[src/rtl/io_write_drain_arbiter_if.sv]
// rtl/io_write_drain_arbiter_if.sv - shared downstream valid/ready channel of the I/O write drain
// master drives the word, slave accepts it with out_ready.
interface io_write_drain_arbiter_if #(
  parameter int WORD_WIDTH    = 36,
  parameter int PORT_ID_WIDTH = 2
);
  logic                     out_valid;
  logic                     out_ready;
  logic [WORD_WIDTH-1:0]    out_data;
  logic [PORT_ID_WIDTH-1:0] out_port_id;

  modport master (
    output out_valid,
    output out_data,
    output out_port_id,
    input  out_ready
  );

  modport slave (
    input  out_valid,
    input  out_data,
    input  out_port_id,
    output out_ready
  );
endinterface

[src/rtl/io_write_drain_arbiter.sv]
// rtl/io_write_drain_arbiter.sv - round-robin drain of per-port I/O write holding registers onto one channel
// Optional: define IO_DRAIN_OVERFLOW_DETECT_EN for sticky per-port write-while-full flags.
module io_write_drain_arbiter #(
  parameter int WORD_WIDTH    = 36,
  parameter int PORT_COUNT    = 4,
  parameter int PORT_ID_WIDTH = 2
) (
  input  logic                             clock,
  input  logic                             reset_n,
  input  logic [PORT_COUNT-1:0]            port_wren,
  input  logic [PORT_COUNT*WORD_WIDTH-1:0] port_data,
  output logic [PORT_COUNT-1:0]            EmptyFull,
  output logic [PORT_COUNT-1:0]            overflow,
  io_write_drain_arbiter_if.master         out_if
);

  typedef enum logic {
    ST_IDLE = 1'b0,
    ST_HOLD = 1'b1
  } state_t;

  state_t                   r_state;
  state_t                   w_state_next;
  logic [PORT_COUNT-1:0]    r_full;
  logic [WORD_WIDTH-1:0]    r_hold [PORT_COUNT];
  logic [PORT_ID_WIDTH-1:0] r_last_grant;
  logic [PORT_ID_WIDTH-1:0] r_out_port_id;
  logic [WORD_WIDTH-1:0]    r_out_data;
  logic [PORT_ID_WIDTH-1:0] w_winner;
  logic                     w_found;
  logic                     w_any_full;
  logic                     w_grant_slot;
  logic                     w_do_grant;
  logic                     w_out_valid;
  logic [PORT_COUNT-1:0]    w_granted;
  logic [PORT_COUNT-1:0]    w_capture;

  assign w_any_full   = |r_full;
  // The output register may take a new word when empty or when its current word is accepted.
  assign w_grant_slot = (r_state == ST_IDLE) || out_if.out_ready;
  assign w_do_grant   = w_grant_slot && w_any_full;

  always_comb begin
    w_winner = '0;
    w_found  = 1'b0;
    for (int k = 1; k <= PORT_COUNT; k++) begin
      if (!w_found && r_full[(int'(r_last_grant) + k) % PORT_COUNT]) begin
        w_found  = 1'b1;
        w_winner = PORT_ID_WIDTH'((int'(r_last_grant) + k) % PORT_COUNT);
      end
    end
  end

  // A port being granted frees its slot on the same edge, so a concurrent write is captured.
  always_comb begin
    w_granted = '0;
    w_capture = '0;
    for (int i = 0; i < PORT_COUNT; i++) begin
      w_granted[i] = w_do_grant && (w_winner == PORT_ID_WIDTH'(i));
      w_capture[i] = port_wren[i] && (!r_full[i] || w_granted[i]);
    end
  end

  always_ff @(posedge clock or negedge reset_n) begin
    if (!reset_n) begin
      r_full <= '0;
      for (int i = 0; i < PORT_COUNT; i++) begin
        r_hold[i] <= '0;
      end
    end else begin
      for (int i = 0; i < PORT_COUNT; i++) begin
        if (w_capture[i]) begin
          r_full[i] <= 1'b1;
          r_hold[i] <= port_data[i*WORD_WIDTH +: WORD_WIDTH];
        end else if (w_granted[i]) begin
          r_full[i] <= 1'b0;
        end
      end
    end
  end

  always_ff @(posedge clock or negedge reset_n) begin
    if (!reset_n) begin
      r_out_data    <= '0;
      r_out_port_id <= '0;
      r_last_grant  <= PORT_ID_WIDTH'(PORT_COUNT - 1);
    end else if (w_do_grant) begin
      r_out_data    <= r_hold[w_winner];
      r_out_port_id <= w_winner;
      r_last_grant  <= w_winner;
    end
  end

  always_ff @(posedge clock or negedge reset_n) begin
    if (!reset_n) begin
      r_state <= ST_IDLE;
    end else begin
      r_state <= w_state_next;
    end
  end

  always_comb begin
    w_state_next = r_state;
    case (r_state)
      ST_IDLE: if (w_any_full) w_state_next = ST_HOLD;
      ST_HOLD: if (out_if.out_ready && !w_any_full) w_state_next = ST_IDLE;
      default: w_state_next = ST_IDLE;
    endcase
  end

  always_comb begin
    w_out_valid = (r_state == ST_HOLD);
  end

  assign out_if.out_valid   = w_out_valid;
  assign out_if.out_data    = r_out_data;
  assign out_if.out_port_id = r_out_port_id;
  assign EmptyFull          = r_full;

`ifdef IO_DRAIN_OVERFLOW_DETECT_EN
  logic [PORT_COUNT-1:0] r_overflow;
  logic [PORT_COUNT-1:0] w_drop;

  assign w_drop = port_wren & r_full & ~w_granted;

  always_ff @(posedge clock or negedge reset_n) begin
    if (!reset_n) begin
      r_overflow <= '0;
    end else begin
      r_overflow <= r_overflow | w_drop;
    end
  end

  assign overflow = r_overflow;
`else
  assign overflow = '0;
`endif

endmodule

[src/flat_wrapper.sv]
// flat-port wrapper written by rule: the top's interface ports become plain ports
module io_write_drain_arbiter_flat 
#(
  parameter int WORD_WIDTH    = 36,
  parameter int PORT_COUNT    = 4,
  parameter int PORT_ID_WIDTH = 2
)
  (clock, reset_n, port_wren, port_data, EmptyFull, overflow, out_if_out_valid, out_if_out_data, out_if_out_port_id, out_if_out_ready);
  io_write_drain_arbiter_if #(.WORD_WIDTH(WORD_WIDTH), .PORT_ID_WIDTH(PORT_ID_WIDTH)) out_if_i ();
  input  logic clock;
  input  logic reset_n;
  input  logic [PORT_COUNT-1:0] port_wren;
  input  logic [PORT_COUNT*WORD_WIDTH-1:0] port_data;
  output logic [PORT_COUNT-1:0] EmptyFull;
  output logic [PORT_COUNT-1:0] overflow;
  output wire logic [$bits(out_if_i.out_valid)-1:0] out_if_out_valid;
  output wire logic [$bits(out_if_i.out_data)-1:0] out_if_out_data;
  output wire logic [$bits(out_if_i.out_port_id)-1:0] out_if_out_port_id;
  input wire logic [$bits(out_if_i.out_ready)-1:0] out_if_out_ready;
  assign out_if_out_valid = out_if_i.out_valid;
  assign out_if_out_data = out_if_i.out_data;
  assign out_if_out_port_id = out_if_i.out_port_id;
  assign out_if_i.out_ready = out_if_out_ready;
  io_write_drain_arbiter #(.WORD_WIDTH(WORD_WIDTH), .PORT_COUNT(PORT_COUNT), .PORT_ID_WIDTH(PORT_ID_WIDTH)) u_core (.clock(clock), .reset_n(reset_n), .port_wren(port_wren), .port_data(port_data), .EmptyFull(EmptyFull), .overflow(overflow), .out_if(out_if_i));
endmodule
[config.mk]
export PLATFORM = sky130hd
export DESIGN_NAME = io_write_drain_arbiter_flat
export DESIGN_NICKNAME = d
export VERILOG_FILES = /design/src/rtl/io_write_drain_arbiter_if.sv /design/src/rtl/io_write_drain_arbiter.sv /design/src/flat_wrapper.sv
export SDC_FILE = /design/constraint.sdc
export NUM_CORES = 1
export LEC_CHECK = 0
export CAP_MARGIN = 10
export CORE_UTILIZATION = 40
export CTS_BUF_LIST = sky130_fd_sc_hd__clkbuf_4
export CTS_CLUSTER_SIZE = 8
export DETAILED_ROUTE_END_ITERATION = 16
export MAX_ROUTING_LAYER = met4
export PLACE_DENSITY = 0.77
export SYNTH_ARGS = -nofsm -noshare
export SYNTH_HDL_FRONTEND = slang
export SYNTH_SLANG_ARGS = --single-unit
[constraint.sdc]
create_clock -name clock -period 2.5 [get_ports clock]
set_input_delay 0.5 -clock clock [delete_from_list [all_inputs] [get_ports clock]]
set_output_delay 0.5 -clock clock [all_outputs]
set_load 0.01 [all_outputs]
==> results.py <==
metrics = {
    "floorplanning": {
        "die_w_um": 148,
        "start_util_pct": 41.3,
        "io_pins": 198,
        "die_area_sq_um": 21800,
        "rows": 52,
        "core_area_sq_um": 20500,
        "die_y_um": 148,
    },
    "worst_hold_path": {
        "hp-start": "port_wren[3]",
        "hold_depth": 3,
        "hp-class": "input pin to flip-flop",
    },
    "placement": {
        "dp_hpwl_um": 16900,
        "gp_congestion": 0.781,
        "io_buffers": 193,
        "place_area_sq_um": 10800,
        "dp.cells": 1164,
    },
    "detailed_routing": {
        "wl_met3_um": 1750,
        "viasPerCell": 5.51,
        "routed_wl_um": 24700,
        "ant_nets": 0,
        "drtIter0Drc": 475,
        "drt-met1-wl_um": 10200,
        "topRoutingLayerUsed": "met4",
        "wl_per_cell_um": 20.6,
        "dr_total_vias": 6608,
        "drc": 0,
        "first_pass_iters": 5,
        "met2WireLength_um": 12200,
    },
    "setup_path": {
        "worst-path-stages": 6,
        "start_kind": "flip-flop",
        "cp-end-kind": "flip-flop",
        "critPathKind": "flip-flop to flip-flop",
        "path_delay_family": "multiplexers",
        "worst-path-buf-inv": 1,
        "rr_worst_depth": 6,
        "cp_slowest_stage_delay_ns": 0.62,
        "slowest_stage": "dfstp_2",
        "required_ns": 2.98,
        "cp_cell_sequence": "mux2i_1, o22ai_2, a21oi_4, buf_12, mux4_2, mux2_2",
        "timing.rr.start": "u_core.r_last_grant[1]$_DFFE_PN1P_",
        "worst_ep_arrival_time_ns": 2.84,
        "crit_path_start": "u_core.r_last_grant[1]$_DFFE_PN1P_",
        "worstPathMaxFanout": 14,
    },
    "cts": {
        "cts_buffers": 17,
        "post-cts-setup-buffers": 0,
        "cts_hold_buf": 1,
        "cts_resized": 0,
        "clockRootBuffer": "clkbuf_4",
        "htree_num_levels": 4,
        "cts_tree": "built",
        "clock_latency_ns": 0.59,
        "cts_max_path_buffers": 2,
        "cts.clk_slew.worst_paths_ns": 0.15,
        "clock_sinks": 189,
    },
    "yosys": {
        "ys.flop_type": "dfrtp_1",
        "synth-async-reset-ratio_pct": 100,
        "syn_area_per_cell_sq_um": 11.7,
        "ys_ff_latch": 189,
        "syn-cell-area_sq_um": 8470,
        "ys_types": 34,
        "ys_warn_count": 0,
        "synth_edf_count": 0,
        "syn_inst": 727,
        "ys_seq_area_share_pct": 55.9,
    },
    "sta": {
        "rsz0062_at_grt": "no",
        "slew_headroom_pct": 42.1,
        "period_share_pct": 94.3,
        "slew_violations": 0,
        "fin_crit_ns": 2.36,
        "setup_violations": 0,
        "max_freq_ghz": 0.424,
        "tns_ns": 0,
        "finClkSkew_ns": 0.0223,
        "worst_pin_slew_ns": 0.866,
        "hold_viol": 0,
    },
    "global_routing": {
        "grt_util_all_layers_pct": 24.6,
        "grt_pass1_vias": 6986,
        "grt_max_degree": 68,
        "overflow": 0,
        "antenna_found_initial": 2,
        "grt_first_pass_wirelength_um": 39200,
    },
    "final_layout": {
        "fin_area_sq_um": 11100,
        "post-route-util_pct": 54.4,
        "synthToLayoutAreaGrowth_pct": 31.5,
        "layoutNonFillerInstCount": 1199,
        "layout-drive-gt1-share_pct": 21.0,
        "final_nets": 1065,
    },
    "power": {
        "pwr_density_cell_nw_per_um2": 1270,
        "p_leak_nw": 4.84,
        "vdd_drop_max_mv": 0.653,
    },
    "run": {
        "cap_violations": 0,
    },
    "outcome": {
        "status": "complete, no violations",
    },
}
==> per-layer routing <==
metal | vias up | global-route usage [%]
met5 | - | -
met4 | 0 | 8.66
met3 | 36 | 5.25
met2 | 291 | 39.3
met1 | 3330 | 31.2
li1 | 2951 | -
==> Yosys cell counts, drive strengths merged, types with 2 or more instances <==
cell | number | share of area, %
a21oi | 2 | 0.25
dfrtp | 187 | 55
or2 | 3 | 0.22
inv | 5 | 0.22
nand2b | 4 | 0.30
dfstp | 2 | 0.62
mux2 | 72 | 9.6
o22ai | 109 | 8.1
clkbuf | 28 | 1.2
o21ai | 2 | 0.12
buf | 34 | 2.6
a21o | 2 | 0.18
nand2 | 225 | 10
a31oi | 2 | 0.30
o21a | 3 | 0.27
mux4 | 36 | 9.6
==> state kept, by name (all words and copies together), names as in the netlist <==
signal	flops
u_core.EmptyFull	4
u_core.out_if.out_data	36
u_core.out_if.out_port_id	2
u_core.out_if.out_valid	1
u_core.r_hold	144
u_core.r_last_grant	2
==> cell usage in the layout (no fill, tap or decap), types with 2 or more instances in the layout <==
master and count:
inv_1 5, dfrtp_1 187, a31oi_4 2, clkinv_2 3
or2_2 3, inv_6 2, a21oi_4 2, buf_12 11
clkinv_4 3, a21o_1 2, nand2_2 3, mux4_2 36
nand2_1 222, bufinv_16 2, mux2_2 72, o22ai_1 108
buf_4 22, clkdlybuf4s50_1 189, buf_2 3, dfstp_2 2
o21a_1 2, diode_2 2, conb_1 4, clkbuf_4 19
nand2b_1 3
==> worst reg2reg max path, delay by kind of cell (launching register included) <==
family | cells | cell delay [ns]
AOI/OAI and AO/OA | 2 | 0.40
buffers and inverters | 1 | 0.22
muxes | 3 | 1.03
DFF | 1 | 0.62
==> path summary, 6_finish.rpt <==
kind	end	slack [ns]
setup / recovery	u_core.out_if.out_data[23]$_DFFE_PN0P_	0.14
hold / removal	u_core.r_hold[15]$_DFFE_PN0P_	0.32
setup reg to reg	u_core.out_if.out_data[23]$_DFFE_PN0P_	0.14
hold reg to reg	u_core.r_hold[110]$_DFFE_PN0P_	0.52
max in group asynchronous	u_core.out_if.out_valid$_DFF_PN0_	1.23
min in group asynchronous	u_core.out_if.out_data[33]$_DFFE_PN0P_	0.40
==> cells by family after synthesis <==
group / count (synthesis) / share of synthesized area [%]
other: 1 / 0.0443
buffers and inverters: 67 / 4.09
AOI/OAI and AO/OA: 122 / 9.42
and+or+nand+nor: 239 / 11.3
muxes: 109 / 19.3
DFF: 189 / 55.9
==> cell type report <==
type / count / area [sq um]
fillers: 1766 / 9350
flip-flops and latches: 189 / 4730
multi-input cells: 474 / 3450
repair buffers: 227 / 2320
well taps: 270 / 338
clock buffers: 19 / 143
clock inverters: 13 / 141
inverters: 5 / 18.8
diodes: 2 / 5.00
==> metrics by stage <==
step	setup slack, ns	total power [W]	hold WS (ns)
global route	0.0462	0.0150	0.282
detailed placement	0.109	0.0125	0.466
CTS	0.134	0.0142	0.278
finish	0.143	0.0142	0.320
floorplan	0.265	0.00991	0.204
global placement	0.174	0.0122	0.466
==> where the power goes <==
| part | total [W] | switching, W | internal [W] |
|---|---|---|---|
| clock | 0.00169 | 0.00107 | 0.000625 |
| sequential | 0.00545 | 0.000909 | 0.00454 |
| combinational | 0.00704 | 0.00317 | 0.00387 |
| total | 0.0142 | 0.00514 | 0.00904 |
Power figures use the tool's default switching activity.
==> edit 1 (config.mk and constraints unchanged) <==
Add a define of `IO_DRAIN_OVERFLOW_DETECT_EN`.
--- a/src/rtl/io_write_drain_arbiter.sv
+++ b/src/rtl/io_write_drain_arbiter.sv
@@ -2,2 +2,4 @@
 // Optional: define IO_DRAIN_OVERFLOW_DETECT_EN for sticky per-port write-while-full flags.
+`define IO_DRAIN_OVERFLOW_DETECT_EN
+
 module io_write_drain_arbiter #(
Formal check against the unedited RTL: not equivalent (a bounded check fails within 4 cycles, from zero or initial values and one cycle with reset_n low).
==> edit 1 against the original RTL <==
  * Clock skew increased by 4.9 ps
  * Routed wire length increased by 4.0%
  * First-iteration DRC count decreased by 14%
  * Count of clock-buffer cells in the layout decreased by 2
  * Setup slack got worse by 41 ps
  * Total power increased by 3.1%
  * Sequential cell count increased by 4
  * Hold slack improved by 91 ps
  * Non-clock buffer count increased by 8
  * Area after synthesis increased by 0.58%
  * Design area increased by 3.1%
==> edit 1: results (changes against the original RTL) <==
- HPWL Detailed: 17600 µm (+4.1%)
- Synth area leaders: dfrtp_1, nand2_1, mux2_2
- Seq/Total Area, Yosys: 56.7% (+0.85 points)
- GRT Util Overall: 25.2% (+0.53 points)
- Vias in the first global route: 7110 (+1.8%)
- Port Buffer Count: 197 (+2.1%)
- DR WL met2: 13100 µm (+7.5%)
- Uppermost layer routed: met4
- Nets@finish: 1079 (+1.3%)
- Post_cts resized: 0 (unchanged)
- Most frequent cells after synthesis: nand2_1, dfrtp_1, o22ai_1
- Routed len/inst: 21.1 µm (+2.3%)
- Largest Register: u_core.r_hold
- Met1 wire length: 10600 µm (+3.8%)
- Initial antenna violation count: 2 (unchanged)
- Max FFs per register: 144 (unchanged)
- Status: completed
- Layout cell share with drive strength beyond 1: 21.4% (+0.32 points)
- Yosys synthesis warning count: 0 (unchanged)
- Slew @ Worst Pin: 625 ps (-241 ps)
- Worst Clk Skew: 27.2 ps (+4.94 ps)
- VDD IR max: 534 µV (-18%)
- Pin count of the biggest net entering global routing: 57 (-16%)
- Async set-or-reset flop fraction in the synthesized netlist: 100% (unchanged)
- DR WL met3: 1240 µm (-29%)
- Critical Path Fanout Max: 17 (+3)
- Cells after Synth: 735 (+1.1%)
- Placed insts: 1183 (+1.6%)
- Vias: 6801 (+2.9%)
- Gpl congestion: 0.861 (+10%)
- HP Class: in -> reg
- H-Tree Level Count: 4 (unchanged)
- DR iter-0 viols: 408 (-14%)
- Placed Area: 11100 µm² (+2.5%)
- Library cells used by synthesis: 29 (-15%)
- Clk pin slew, worst setup/hold paths: 180 ps (+30 ps)
- Worst slack, placed: 95.9 ps (-13.1 ps)
- DRT Wirelength: 25700 µm (+4.0%)
- First-pass GRT wire length: 40000 µm (+2.1%)
- Clk buf depth: 2 (unchanged)
- Leak pwr: 4.97 nW (+2.8%)
[edit 1: cell count changes after synthesis, moves of 2 or more]
| cell | unedited run | this run |
|---|---|---|
| a21o_1 | 2 | 7 |
| a31oi_2 | 2 | 0 |
| buf_2 | 22 | 20 |
| buf_4 | 4 | 0 |
| buf_6 | 7 | 2 |
| clkbuf_1 | 28 | 37 |
| dfrtp_1 | 187 | 191 |
[edit 1: final timing paths]
kind	start	end	slack (ps)	cells after the start
setup / recovery	u_core.r_last_grant[1]$_DFFE_PN1P_	u_core.out_if.out_data[34]$_DFFE_PN0P_	100	6
min in group asynchronous	reset_n	u_core.r_hold[137]$_DFFE_PN0P_	430	2
hold / removal	port_wren[2]	u_core.r_hold[63]$_DFFE_PN0P_	410	4
setup reg to reg	u_core.r_last_grant[1]$_DFFE_PN1P_	u_core.out_if.out_data[34]$_DFFE_PN0P_	100	6
hold reg to reg	u_core.overflow[2]$_DFF_PN0_	u_core.overflow[2]$_DFF_PN0_	480	1
max in group asynchronous	reset_n	u_core.r_hold[12]$_DFFE_PN0P_	1230	3
[edit 1: cell families after synthesis]
group,after synthesis,share of synthesized area [%]
flip-flops,193,56.7
AND/OR/NAND/NOR,242,11.3
AO/OA/AOI/OAI,126,9.50
multiplexers,109,19.1
buffers and inverters,65,3.33
[edit 1: critical path, stage by stage, from the launching register on]
cell and delay (ps):
dfstp_2 640, mux2i_1 230, o22ai_2 140, a21oi_4 270, buf_12 230, mux4_2 510, mux2_2 270
[edit 1: area by class of cell]
type                    count  area, µm²
repair buffers            235       2460
well taps                 275        344
multi-input cells         477       3470
fillers                  1807       9470
clock buffers              17        128
flip-flops and latches    193       4830
clock inverters            15        233
inverters                   4       15.0
diodes                      2       5.00
[edit 1: what timing repair did]
item                      in CTS  in global routing
hold endpoints to repair      47                  0
setup buffers                  0                  0
hold buffers                   1                  0
[edit 1: layer usage]
metal	vias up	global-route usage, %
met5	-	-
met4	0	10.1
met3	49	3.33
met2	258	41.4
met1	3495	31.6
li1	2999	-
[edit 1: power breakdown]
part / switching [mW] / total [mW] / internal, mW
combinational: 3.18 / 7.15 / 3.97
clock: 1.22 / 1.99 / 0.767
sequential: 0.878 / 5.48 / 4.60
total: 5.28 / 14.6 / 9.34
==> edit 2 (same settings) <==
Made on the original files. `WORD_WIDTH` is set to 36 in 3 places; all go to 54.
--- a/src/rtl/io_write_drain_arbiter_if.sv
+++ b/src/rtl/io_write_drain_arbiter_if.sv
@@ -3,3 +3,3 @@
 interface io_write_drain_arbiter_if #(
-  parameter int WORD_WIDTH    = 36,
+  parameter int WORD_WIDTH    = 54,
   parameter int PORT_ID_WIDTH = 2
--- a/src/rtl/io_write_drain_arbiter.sv
+++ b/src/rtl/io_write_drain_arbiter.sv
@@ -3,3 +3,3 @@
 module io_write_drain_arbiter #(
-  parameter int WORD_WIDTH    = 36,
+  parameter int WORD_WIDTH    = 54,
   parameter int PORT_COUNT    = 4,
--- a/src/flat_wrapper.sv
+++ b/src/flat_wrapper.sv
@@ -3,3 +3,3 @@
 #(
-  parameter int WORD_WIDTH    = 36,
+  parameter int WORD_WIDTH    = 54,
   parameter int PORT_COUNT    = 4,
Ports: changed (resized out_if_out_data and port_data); port bits go from 198 to 288. The function was not compared with the original's and may differ.
==> edit 2 against the original RTL <==
  * Routed wire length increased by 59%
  * Design area increased by 51%
  * Sequential cell count grew 90
  * Area after synthesis increased by 46%
  * Setup slack got worse by 87 ps
  * Cell count grew 52%
  * Non-clock buffer count rose by 106
  * Via count grew 53%
  * Largest cell class unchanged
  * Critical path depth up 1
  * Synthesized cell count up 47%
  * Total power rose by 58%
  * Critical path type unchanged
==> edit 2: results (changes against the original RTL) <==
- Pin count of the biggest net entering global routing: 71 (+4.4%)
- Design Area, Final: 16800 µm² (+51%)
- Skew-Pair Late Insertion Delay: 680 ps (+90 ps)
- Most frequent cells after synthesis: nand2_1, dfrtp_1, o22ai_1
- XOR/XNOR share of the synthesized area: 0% (unchanged)
- Crit path arrival time: 2970 ps (+130 ps)
- Initial antenna violation count: 3 (+1)
- Library cells used by synthesis: 32 (-5.9%)
- Fraction of area in clock buffers and inverters: 5.04% (+2.5 points)
- Nets@finish: 1607 (+51%)
- Max FFs per register: 216 (+50%)
- Antenna Cells: 3 (+1)
- HPWL Detailed: 25400 µm (+51%)
- Gpl congestion: 0.838 (+7.3%)
- Multi-input gate share of total cell area: 29.7% (-1.3 points)
- Worst Setup SP: u_core.r_last_grant[1]$_DFFE_PN1P_
- GRT Util Overall: 25.8% (+1.1 points)
- Crit-path max cell delay: 580 ps (-40 ps)
- Worst Clk Skew: 50.5 ps (+28.3 ps)
- Async set-or-reset flop fraction in the synthesized netlist: 100% (unchanged)
- Seq/total area: 41.5% (-0.94 points)
- Clk buf depth: 3 (+1)
- Mux cell area share after synthesis: 19.7% (+0.45 points)
- Clkbuf count: 104 (+85)
- Num CTS Buffers: 75 (+58)
- Ys flop type: dfrtp_1
- Yosys synthesis warning count: 0 (unchanged)
- H-Tree Level Count: 3 (-1)
- Buffer share of cell area: 20.7% (-0.12 points)
- Seq Cell Count: 279 (+48%)
- Routed len/inst: 21.4 µm (+4.1%)
- #MultiIn Comb: 690 (+46%)
- Largest family of logic cells by synthesized area: multiplexers
- Clk pin slew, worst setup/hold paths: 70 ps (-80 ps)
- Slew @ Worst Pin: 592 ps (-274 ps)
- Placed Area: 15900 µm² (+47%)
- Fillcell total: 2530 (+43%)
- Largest Register: u_core.r_hold
- Hold Path Origin: port_wren[3]
- Port Buffer Count: 283 (+47%)
- Vias: 10100 (+53%)
- Synth Area in Compound Gates: 9.06% (-0.36 points)
- Vias in the first global route: 10900 (+56%)
- Mapped cell area: 12400 µm² (+46%)
- Synth area leaders: dfrtp_1, nand2_1, mux2_2
- DR iter-0 viols: 727 (+53%)
- Switching part of the total: 35.4% (-0.86 points)
- Seq/Total Area, Yosys: 56.4% (+0.51 points)
- VDD IR max: 802 µV (+23%)
- Leak pwr: 7.41 nW (+53%)
- First-pass GRT wire length: 59800 µm (+53%)
- Non-CTS buffers: 333 (+47%)
- Worst slack, placed: 19.4 ps (-89.5 ps)
- Status: completed
- Layout cell share with drive strength beyond 1: 23.9% (+2.9 points)
- Critical Path Fanout Max: 15 (+1)
- DRT Pass-1 Iters: 5 (unchanged)
[edit 2: power by group through the flow]
stage	combinational, mW	clock, mW	sequential, mW
2_1_floorplan	6.62	0	7.80
3_3_place_gp	10.1	0	7.93
3_5_place_dp	10.4	0	8.02
4_1_cts	10.4	3.85	7.98
5_1_grt	11.4	4.11	8.21
6_report	10.6	3.76	8.02
[edit 2: per-stage QoR]
| step | cells | setup TNS (ps) | hold WS, ps | total power [mW] |
|---|---|---|---|---|
| final | 1827 | 0 | 245 | 22.4 |
| after global routing | 1827 | -0.391 | 230 | 23.7 |
| after CTS | 1821 | -115 | 199 | 22.3 |
| after detailed placement | 1699 | 0 | 478 | 18.4 |
| after global placement | 1699 | 0 | 479 | 18.0 |
| after floorplan | 1069 | 0 | 204 | 14.4 |
[edit 2: worst paths after layout]
path,end,cells past startpoint,slack (ps)
worst min-delay path,u_core.r_hold[17]$_DFFE_PN0P_,3,240
worst max-delay path,u_core.out_if.out_data[7]$_DFFE_PN0P_,7,60
max in group asynchronous,u_core.r_hold[143]$_DFFE_PN0P_,3,1310
min in group asynchronous,u_core.out_if.out_data[10]$_DFFE_PN0P_,2,400
worst max register to register,u_core.out_if.out_data[7]$_DFFE_PN0P_,7,60
worst min register to register,u_core.out_if.out_port_id[1]$_DFFE_PN0P_,2,500
[edit 2: repair_timing]
action | CTS | global route
setup buffers | 0 | 2
pin swaps | 0 | 0
gates resized for setup | 0 | 1
hold buffers | 1 | 0
setup endpoints to repair | 12 | 29
cloned | 0 | 1
hold endpoints to repair | 63 | 0
[edit 2: metal layers]
metal / global-route usage [%] / vias to the layer above / wire (µm)
li1: - / 4452 / -
met1: 32.7 / 5090 / 16000
met2: 41.1 / 510 / 19300
met3: 5.24 / 72 / 2990
met4: 9.12 / 0 / 856
met5: - / - / 0
